--- src/rtl/pnm_max_pool_engine_if.sv ---
// Memory-side bus of the PNM max-pool engine: a read request/response port and a write strobe port.
// The engine drives the master modport; the PIM memory (or a model of it) drives the slave modport.
interface pnm_max_pool_engine_if #(
  parameter int DATA_WIDTH   = 32,
  parameter int Address_Size = 16
);
  logic                          mem_rd_req;
  logic [Address_Size-1:0]       mem_rd_addr;
  logic                          mem_rd_valid;
  logic signed [DATA_WIDTH-1:0]  mem_rd_data;
  logic                          mem_wr_en;
  logic [Address_Size-1:0]       mem_wr_addr;
  logic signed [DATA_WIDTH-1:0]  mem_wr_data;

  modport master (
    output mem_rd_req, mem_rd_addr, mem_wr_en, mem_wr_addr, mem_wr_data,
    input  mem_rd_valid, mem_rd_data
  );

  modport slave (
    input  mem_rd_req, mem_rd_addr, mem_wr_en, mem_wr_addr, mem_wr_data,
    output mem_rd_valid, mem_rd_data
  );
endinterface

--- src/rtl/pnm_max_pool_engine.sv ---
// PNM max-pool engine: streams words start..end, writes one signed max per POOL_SIZE group.
// Optional macro PNM_MAXPOOL_RELU_FUSE_EN clamps negative group maxima to zero on write.
module pnm_max_pool_engine #(
  parameter int DATA_WIDTH   = 32,
  parameter int Address_Size = 16,
  parameter int POOL_SIZE    = 4
) (
  input  logic                    clk,
  input  logic                    rst_n,
  input  logic                    start,
  input  logic                    en,
  input  logic [Address_Size-1:0] start_addr,
  input  logic [Address_Size-1:0] end_addr,
  input  logic [Address_Size-1:0] result_addr,
  output logic                    busy,
  output logic                    done,
  pnm_max_pool_engine_if.master   mem
);

  localparam int                 CNT_W    = (POOL_SIZE > 1) ? $clog2(POOL_SIZE) : 1;
  localparam logic [CNT_W-1:0]   CNT_LAST = CNT_W'(POOL_SIZE - 1);

  typedef enum logic [2:0] {
    S_IDLE,
    S_WAIT_EN,
    S_RD_REQ,
    S_RD_WAIT,
    S_WR,
    S_FIN
  } state_t;

  state_t                   state_q, state_d;
  logic [Address_Size-1:0]  src_q, src_d;
  logic [Address_Size-1:0]  end_q, end_d;
  logic [Address_Size-1:0]  res_q, res_d;
  logic [Address_Size-1:0]  grp_q, grp_d;
  logic [CNT_W-1:0]         cnt_q, cnt_d;
  logic signed [DATA_WIDTH-1:0] max_q, max_d;
  logic                     last_q, last_d;
  logic                     empty_q, empty_d;
  logic                     hold_q, hold_d;
  logic                     rd_req, wr_en;

  function automatic logic signed [DATA_WIDTH-1:0] pool_out(input logic signed [DATA_WIDTH-1:0] v);
`ifdef PNM_MAXPOOL_RELU_FUSE_EN
    return (v < 0) ? '0 : v;
`else
    return v;
`endif
  endfunction

  always_ff @(posedge clk or negedge rst_n) begin
    if (!rst_n) begin
      state_q <= S_IDLE;
      src_q   <= '0;
      end_q   <= '0;
      res_q   <= '0;
      grp_q   <= '0;
      cnt_q   <= '0;
      max_q   <= '0;
      last_q  <= 1'b0;
      empty_q <= 1'b0;
      hold_q  <= 1'b0;
    end else begin
      state_q <= state_d;
      src_q   <= src_d;
      end_q   <= end_d;
      res_q   <= res_d;
      grp_q   <= grp_d;
      cnt_q   <= cnt_d;
      max_q   <= max_d;
      last_q  <= last_d;
      empty_q <= empty_d;
      hold_q  <= hold_d;
    end
  end

  always_comb begin
    state_d = state_q;
    src_d   = src_q;
    end_d   = end_q;
    res_d   = res_q;
    grp_d   = grp_q;
    cnt_d   = cnt_q;
    max_d   = max_q;
    last_d  = last_q;
    empty_d = empty_q;
    hold_d  = 1'b0;
    rd_req  = 1'b0;
    wr_en   = 1'b0;

    case (state_q)
      // hold_q blocks a start arriving in the very cycle done rises
      S_IDLE: begin
        if (start && !hold_q) begin
          src_d   = start_addr;
          end_d   = end_addr;
          res_d   = result_addr;
          grp_d   = '0;
          cnt_d   = '0;
          max_d   = '0;
          last_d  = 1'b0;
          empty_d = (end_addr < start_addr);
          state_d = S_WAIT_EN;
        end
      end
      S_WAIT_EN: begin
        if (empty_q) begin
          state_d = S_FIN;
        end else if (en) begin
          state_d = S_RD_REQ;
        end
      end
      S_RD_REQ: begin
        if (!en) begin
          state_d = S_WAIT_EN;
        end else begin
          rd_req  = 1'b1;
          state_d = S_RD_WAIT;
        end
      end
      // Ties keep the earlier element: only a strictly greater value replaces the max
      S_RD_WAIT: begin
        if (mem.mem_rd_valid) begin
          if ((cnt_q == '0) || (mem.mem_rd_data > max_q)) begin
            max_d = mem.mem_rd_data;
          end
          src_d  = src_q + 1'b1;
          last_d = (src_q == end_q);
          if ((src_q == end_q) || (cnt_q == CNT_LAST)) begin
            cnt_d   = '0;
            state_d = S_WR;
          end else begin
            cnt_d   = cnt_q + 1'b1;
            state_d = S_RD_REQ;
          end
        end
      end
      S_WR: begin
        wr_en   = 1'b1;
        grp_d   = grp_q + 1'b1;
        state_d = last_q ? S_FIN : S_RD_REQ;
      end
      S_FIN: begin
        hold_d  = 1'b1;
        state_d = S_IDLE;
      end
      default: begin
        state_d = S_IDLE;
      end
    endcase
  end

  assign busy = (state_q != S_IDLE);
  assign done = (state_q == S_IDLE);

  assign mem.mem_rd_req  = rd_req;
  assign mem.mem_rd_addr = rd_req ? src_q : '0;
  assign mem.mem_wr_en   = wr_en;
  assign mem.mem_wr_addr = wr_en ? (res_q + grp_q) : '0;
  assign mem.mem_wr_data = wr_en ? pool_out(max_q) : '0;

endmodule

--- src/flat_wrapper.sv ---
// flat-port wrapper written by rule: the top's interface ports become plain ports
module pnm_max_pool_engine_flat 
#(
  parameter int DATA_WIDTH   = 32,
  parameter int Address_Size = 16,
  parameter int POOL_SIZE    = 4
)
  (clk, rst_n, start, en, start_addr, end_addr, result_addr, busy, done, mem_mem_rd_req, mem_mem_rd_addr, mem_mem_wr_en, mem_mem_wr_addr, mem_mem_wr_data, mem_mem_rd_valid, mem_mem_rd_data);
  pnm_max_pool_engine_if #(.DATA_WIDTH(DATA_WIDTH), .Address_Size(Address_Size)) mem_i ();
  input  logic clk;
  input  logic rst_n;
  input  logic start;
  input  logic en;
  input  logic [Address_Size-1:0] start_addr;
  input  logic [Address_Size-1:0] end_addr;
  input  logic [Address_Size-1:0] result_addr;
  output logic busy;
  output logic done;
  output wire logic [$bits(mem_i.mem_rd_req)-1:0] mem_mem_rd_req;
  output wire logic [$bits(mem_i.mem_rd_addr)-1:0] mem_mem_rd_addr;
  output wire logic [$bits(mem_i.mem_wr_en)-1:0] mem_mem_wr_en;
  output wire logic [$bits(mem_i.mem_wr_addr)-1:0] mem_mem_wr_addr;
  output wire logic [$bits(mem_i.mem_wr_data)-1:0] mem_mem_wr_data;
  input wire logic [$bits(mem_i.mem_rd_valid)-1:0] mem_mem_rd_valid;
  input wire logic [$bits(mem_i.mem_rd_data)-1:0] mem_mem_rd_data;
  assign mem_mem_rd_req = mem_i.mem_rd_req;
  assign mem_mem_rd_addr = mem_i.mem_rd_addr;
  assign mem_mem_wr_en = mem_i.mem_wr_en;
  assign mem_mem_wr_addr = mem_i.mem_wr_addr;
  assign mem_mem_wr_data = mem_i.mem_wr_data;
  assign mem_i.mem_rd_valid = mem_mem_rd_valid;
  assign mem_i.mem_rd_data = mem_mem_rd_data;
  pnm_max_pool_engine #(.DATA_WIDTH(DATA_WIDTH), .Address_Size(Address_Size), .POOL_SIZE(POOL_SIZE)) u_core (.clk(clk), .rst_n(rst_n), .start(start), .en(en), .start_addr(start_addr), .end_addr(end_addr), .result_addr(result_addr), .busy(busy), .done(done), .mem(mem_i));
endmodule
--- config.mk ---
export PLATFORM = sky130hd
export DESIGN_NAME = pnm_max_pool_engine_flat
export DESIGN_NICKNAME = d
export VERILOG_FILES = /design/src/rtl/pnm_max_pool_engine_if.sv /design/src/rtl/pnm_max_pool_engine.sv /design/src/flat_wrapper.sv
export SDC_FILE = /design/constraint.sdc
export NUM_CORES = 1
export LEC_CHECK = 0
export BUFFER_PORTS_ARGS = -buffer_cell sky130_fd_sc_hd__buf_2
export CAP_MARGIN = 15
export CORE_MARGIN = 3
export CORE_UTILIZATION = 50
export CTS_CLUSTER_SIZE = 30
export DETAILED_ROUTE_END_ITERATION = 7
export HOLD_SLACK_MARGIN = 0.02
export PLACE_DENSITY_LB_ADDON = 0.12
export SYNTH_ARGS = -nofsm -noshare
export SYNTH_HDL_FRONTEND = slang
export SYNTH_SLANG_ARGS = --single-unit
export TNS_END_PERCENT = 100
--- constraint.sdc ---
create_clock -name clk -period 4.7 [get_ports clk]
set_clock_uncertainty 0.05 [all_clocks]
set_input_delay 0.94 -clock clk [delete_from_list [all_inputs] [get_ports clk]]
set_output_delay 0.94 -clock clk [all_outputs]
set_load 0.02 [all_outputs]
==> results.cfg <==
[cells_and_area]
area_delta_synth_final_pct = 16.0
fillers = 1210
final_cells = 1080
seq_area_sq_mm = 0.00260
antennaDiodeCount = 0
multi_input_area_sq_mm = 0.00401
final_nets = 1054
drive_gt1_share_pct = 24.2

[routing]
drc = 0
ant_nets = 0
firstDrtPassIters = 6
post_drt_wl_per_cell_microns = 15.8
routed_wl_microns = 17100
vias_per_cell = 5.57
dr_total_vias = 6015
drt_iter0_markers = 331

[placed_design]
placedCellCount = 1067
io_buffers = 152
post-dp-hpwl_microns = 12800
gp_congestion = 0.851

[global_route]
grt.overflow.total = 0
busiest_layer = met2
use_met2_pct = 39.3
antenna_found_initial = 0
track_usage_pct = 22.5
grt_pass1_vias = 6208
grt_max_degree = 63
grt_pass1_wl_microns = 29400
use_met3_pct = 3.60
grt.met1_usage_pct = 28.9

[status]
status = finished, final reports clean

[floorplan]
core_area_sq_mm = 0.0135
dieArea_sq_mm = 0.0155
die_h_microns = 124
num_rows = 42
io_pins = 153
initial_core_util_pct = 52.1
dieWidth_microns = 124

[sta]
clock.fmax_mhz = 254
setup_tns_ns = 0
setup_viol = 0
finalHoldViolCount = 0
final.period_utilization_pct = 83.8
worst_slew_pin_slew_ns = 1.01
rsz0062_at_grt = no
finalCriticalPeriod_ns = 3.94
maxSlewHeadroom_pct = 32.4
report.final.slew_viol_count = 0

[power]
power.density_mw_per_mm2 = 536
leakage_nw = 3.95
peakVddDrop_uv = 214

[logic_synthesis]
ys_types = 60
synth_area_sq_mm = 0.00701
ys_seq_elements = 104
netlist_instances = 767
synth-edff-count = 0
synth_ff_type = dfrtp_1
synth.net_count = 919
yosysSeqAreaShare_pct = 37.1
ys_warn_count = 0
avgSynthCellArea_sq_um = 9.14
async_reset_ff_share_pct = 100

[clocking]
htree_levels = 3
cts-resized-gates = 0
clockRootBuffer = clkbuf_16
clockBufferDepth = 2
cts_tree = built
numCtsBuffers = 9
cts_sinks = 104
post_cts_buffers = 0
hold_buffers = 0
clk_latency_ns = 0.35
clk_pin_slew_ns = 0.07

[flow_run]
drv_cap = 0

[worst_setup_path]
reg2reg_setup_slack_ns = 1.71
end_kind = primary output
critPathMaxFanout = 5
crit_type = reg2out
startpoint_type = register
required_ns = 3.71
cp.arrival_ns = 2.95

[hold_path]
hold_class = in2async
where the power goes:
group / switching (mW) / internal [mW] / leakage [nW]
Combinational: 1.20 / 0.905 / 2.49
Sequential: 0.275 / 1.24 / 1.32
Clock: 0.325 / 0.420 / 0.135
Total: 1.80 / 2.56 / 3.95
through the flow:
stage / utilization, % / worst slack (ns) / area (sq um) / power (mW) / hold slack (ns)
final: 60.5 / 0.764 / 8130 / 4.36 / 0.439
after global routing: 60.5 / 0.518 / 8130 / 4.71 / 0.453
after CTS: 60.5 / 0.734 / 8130 / 4.39 / 0.441
after detailed placement: 58.4 / 1.02 / 7860 / 3.63 / 0.449
after global placement: 58.4 / 1.11 / 7860 / 3.55 / 0.445
after floorplan: - / 1.36 / 7010 / 3.18 / 0.415
final timing paths:
kind	from	to	cells past startpoint
min in group clk	u_core.grp_q[7]	u_core.grp_q[7]	1
max in group asynchronous	rst_n	u_core.max_q[5]	2
worst min-delay path	rst_n	u_core.max_q[20]	1
worst min register to register	u_core.grp_q[7]	u_core.grp_q[7]	1
worst max register to register	u_core.max_q[7]	u_core.max_q[18]	10
worst max-delay path	u_core.grp_q[0]	mem_mem_wr_addr[14]	10
Yosys cell counts (2+ instances only):
cell / number / share of area [%]
a211oi_1: 5 / 0.54
a21o_1: 10 / 1.1
a21oi_1: 57 / 4.1
a21oi_2: 2 / 0.25
a31oi_1: 3 / 0.27
a41oi_1: 2 / 0.25
and2_1: 24 / 2.1
and3_1: 13 / 1.2
and4_1: 2 / 0.25
buf_1: 4 / 0.21
buf_12: 3 / 0.86
buf_2: 5 / 0.36
clkbuf_1: 21 / 1.1
dfrtp_1: 104 / 37
ha_1: 66 / 12
inv_1: 57 / 3.1
mux2_2: 33 / 5.3
mux2i_1: 35 / 5.0
nand2_1: 81 / 4.3
nand2b_1: 4 / 0.36
nand3_1: 24 / 1.7
nand4_1: 12 / 1.1
nor2_1: 62 / 3.3
nor2b_1: 4 / 0.36
nor3_1: 10 / 0.71
o211ai_1: 5 / 0.54
o21a_1: 4 / 0.43
o21ai_0: 42 / 3.0
o21ai_1: 3 / 0.21
o22ai_1: 6 / 0.54
o31ai_1: 3 / 0.32
o32ai_1: 3 / 0.37
or2_2: 2 / 0.18
or3_1: 2 / 0.18
xnor2_1: 24 / 3.0
xor2_1: 6 / 0.75
routing by layer:
| layer | routed length (microns) | vias to the layer above |
|---|---|---|
| li1 | - | 2947 |
| met1 | 7810 | 2907 |
| met2 | 8410 | 149 |
| met3 | 705 | 12 |
| met4 | 171 | 0 |
| met5 | 0 | - |
logic make-up after synthesis:
| logic type | Yosys count | share of synthesized area, % |
|---|---|---|
| xor+xnor | 30 | 3.75 |
| fa+ha+maj | 67 | 12.1 |
| mux | 69 | 10.5 |
| simple gates | 248 | 17.0 |
| compound gates | 157 | 13.8 |
| flops | 104 | 37.1 |
| buf+inv | 92 | 5.76 |
cell usage in the layout, fill, tap and decap left out, drive strengths merged, types with 4 or more instances in the layout:
| cell | Yosys | final |
|---|---|---|
| ha | 66 | 66 |
| nor2b | 4 | 4 |
| clkbuf | 21 | 12 |
| nand4 | 14 | 14 |
| xnor2 | 24 | 24 |
| nor3 | 10 | 10 |
| a211oi | 5 | 5 |
| mux2i | 35 | 35 |
| buf | 13 | 158 |
| nand3 | 25 | 25 |
| and2 | 24 | 24 |
| o22ai | 6 | 6 |
| o21ai | 46 | 46 |
| inv | 58 | 58 |
| o32ai | 4 | 4 |
| xor2 | 6 | 6 |
| dfrtp | 104 | 104 |
| o211ai | 5 | 5 |
| a21o | 10 | 10 |
| nor2 | 62 | 62 |
| nand2b | 4 | 4 |
| nand2 | 81 | 81 |
| o21a | 4 | 4 |
| mux2 | 34 | 34 |
| and3 | 13 | 13 |
| a21oi | 59 | 59 |
final cells by class:
type                       count  share of cell area (%)
sequential                   104                    32.0
clock inverter                 1                   0.369
clock buffer                  12                    3.03
timing repair buffer         158                    9.94
multi-input combinational    571                    49.3
tap                          176                    2.71
inverter                      58                    2.68
sequential cells by signal, indices dropped and copies added, names as in the netlist:
signal          count
u_core.src_q       16
u_core.end_q       16
u_core.hold_q       1
u_core.grp_q       16
u_core.cnt_q        2
u_core.empty_q      1
u_core.last_q       1
u_core.res_q       16
u_core.state_q      3
u_core.max_q       32
critical path, cell delays in order, from the launching register on:
cell       delay [ns]
dfrtp_1          0.43
ha_1             0.26
fa_1             0.41
a21oi_1          0.20
o2111ai_1        0.24
a31oi_1          0.34
o21a_1           0.22
o21ai_0          0.12
xnor2_1          0.14
nor2_1           0.08
buf_2            0.18
(Power assumes the default switching activity.)
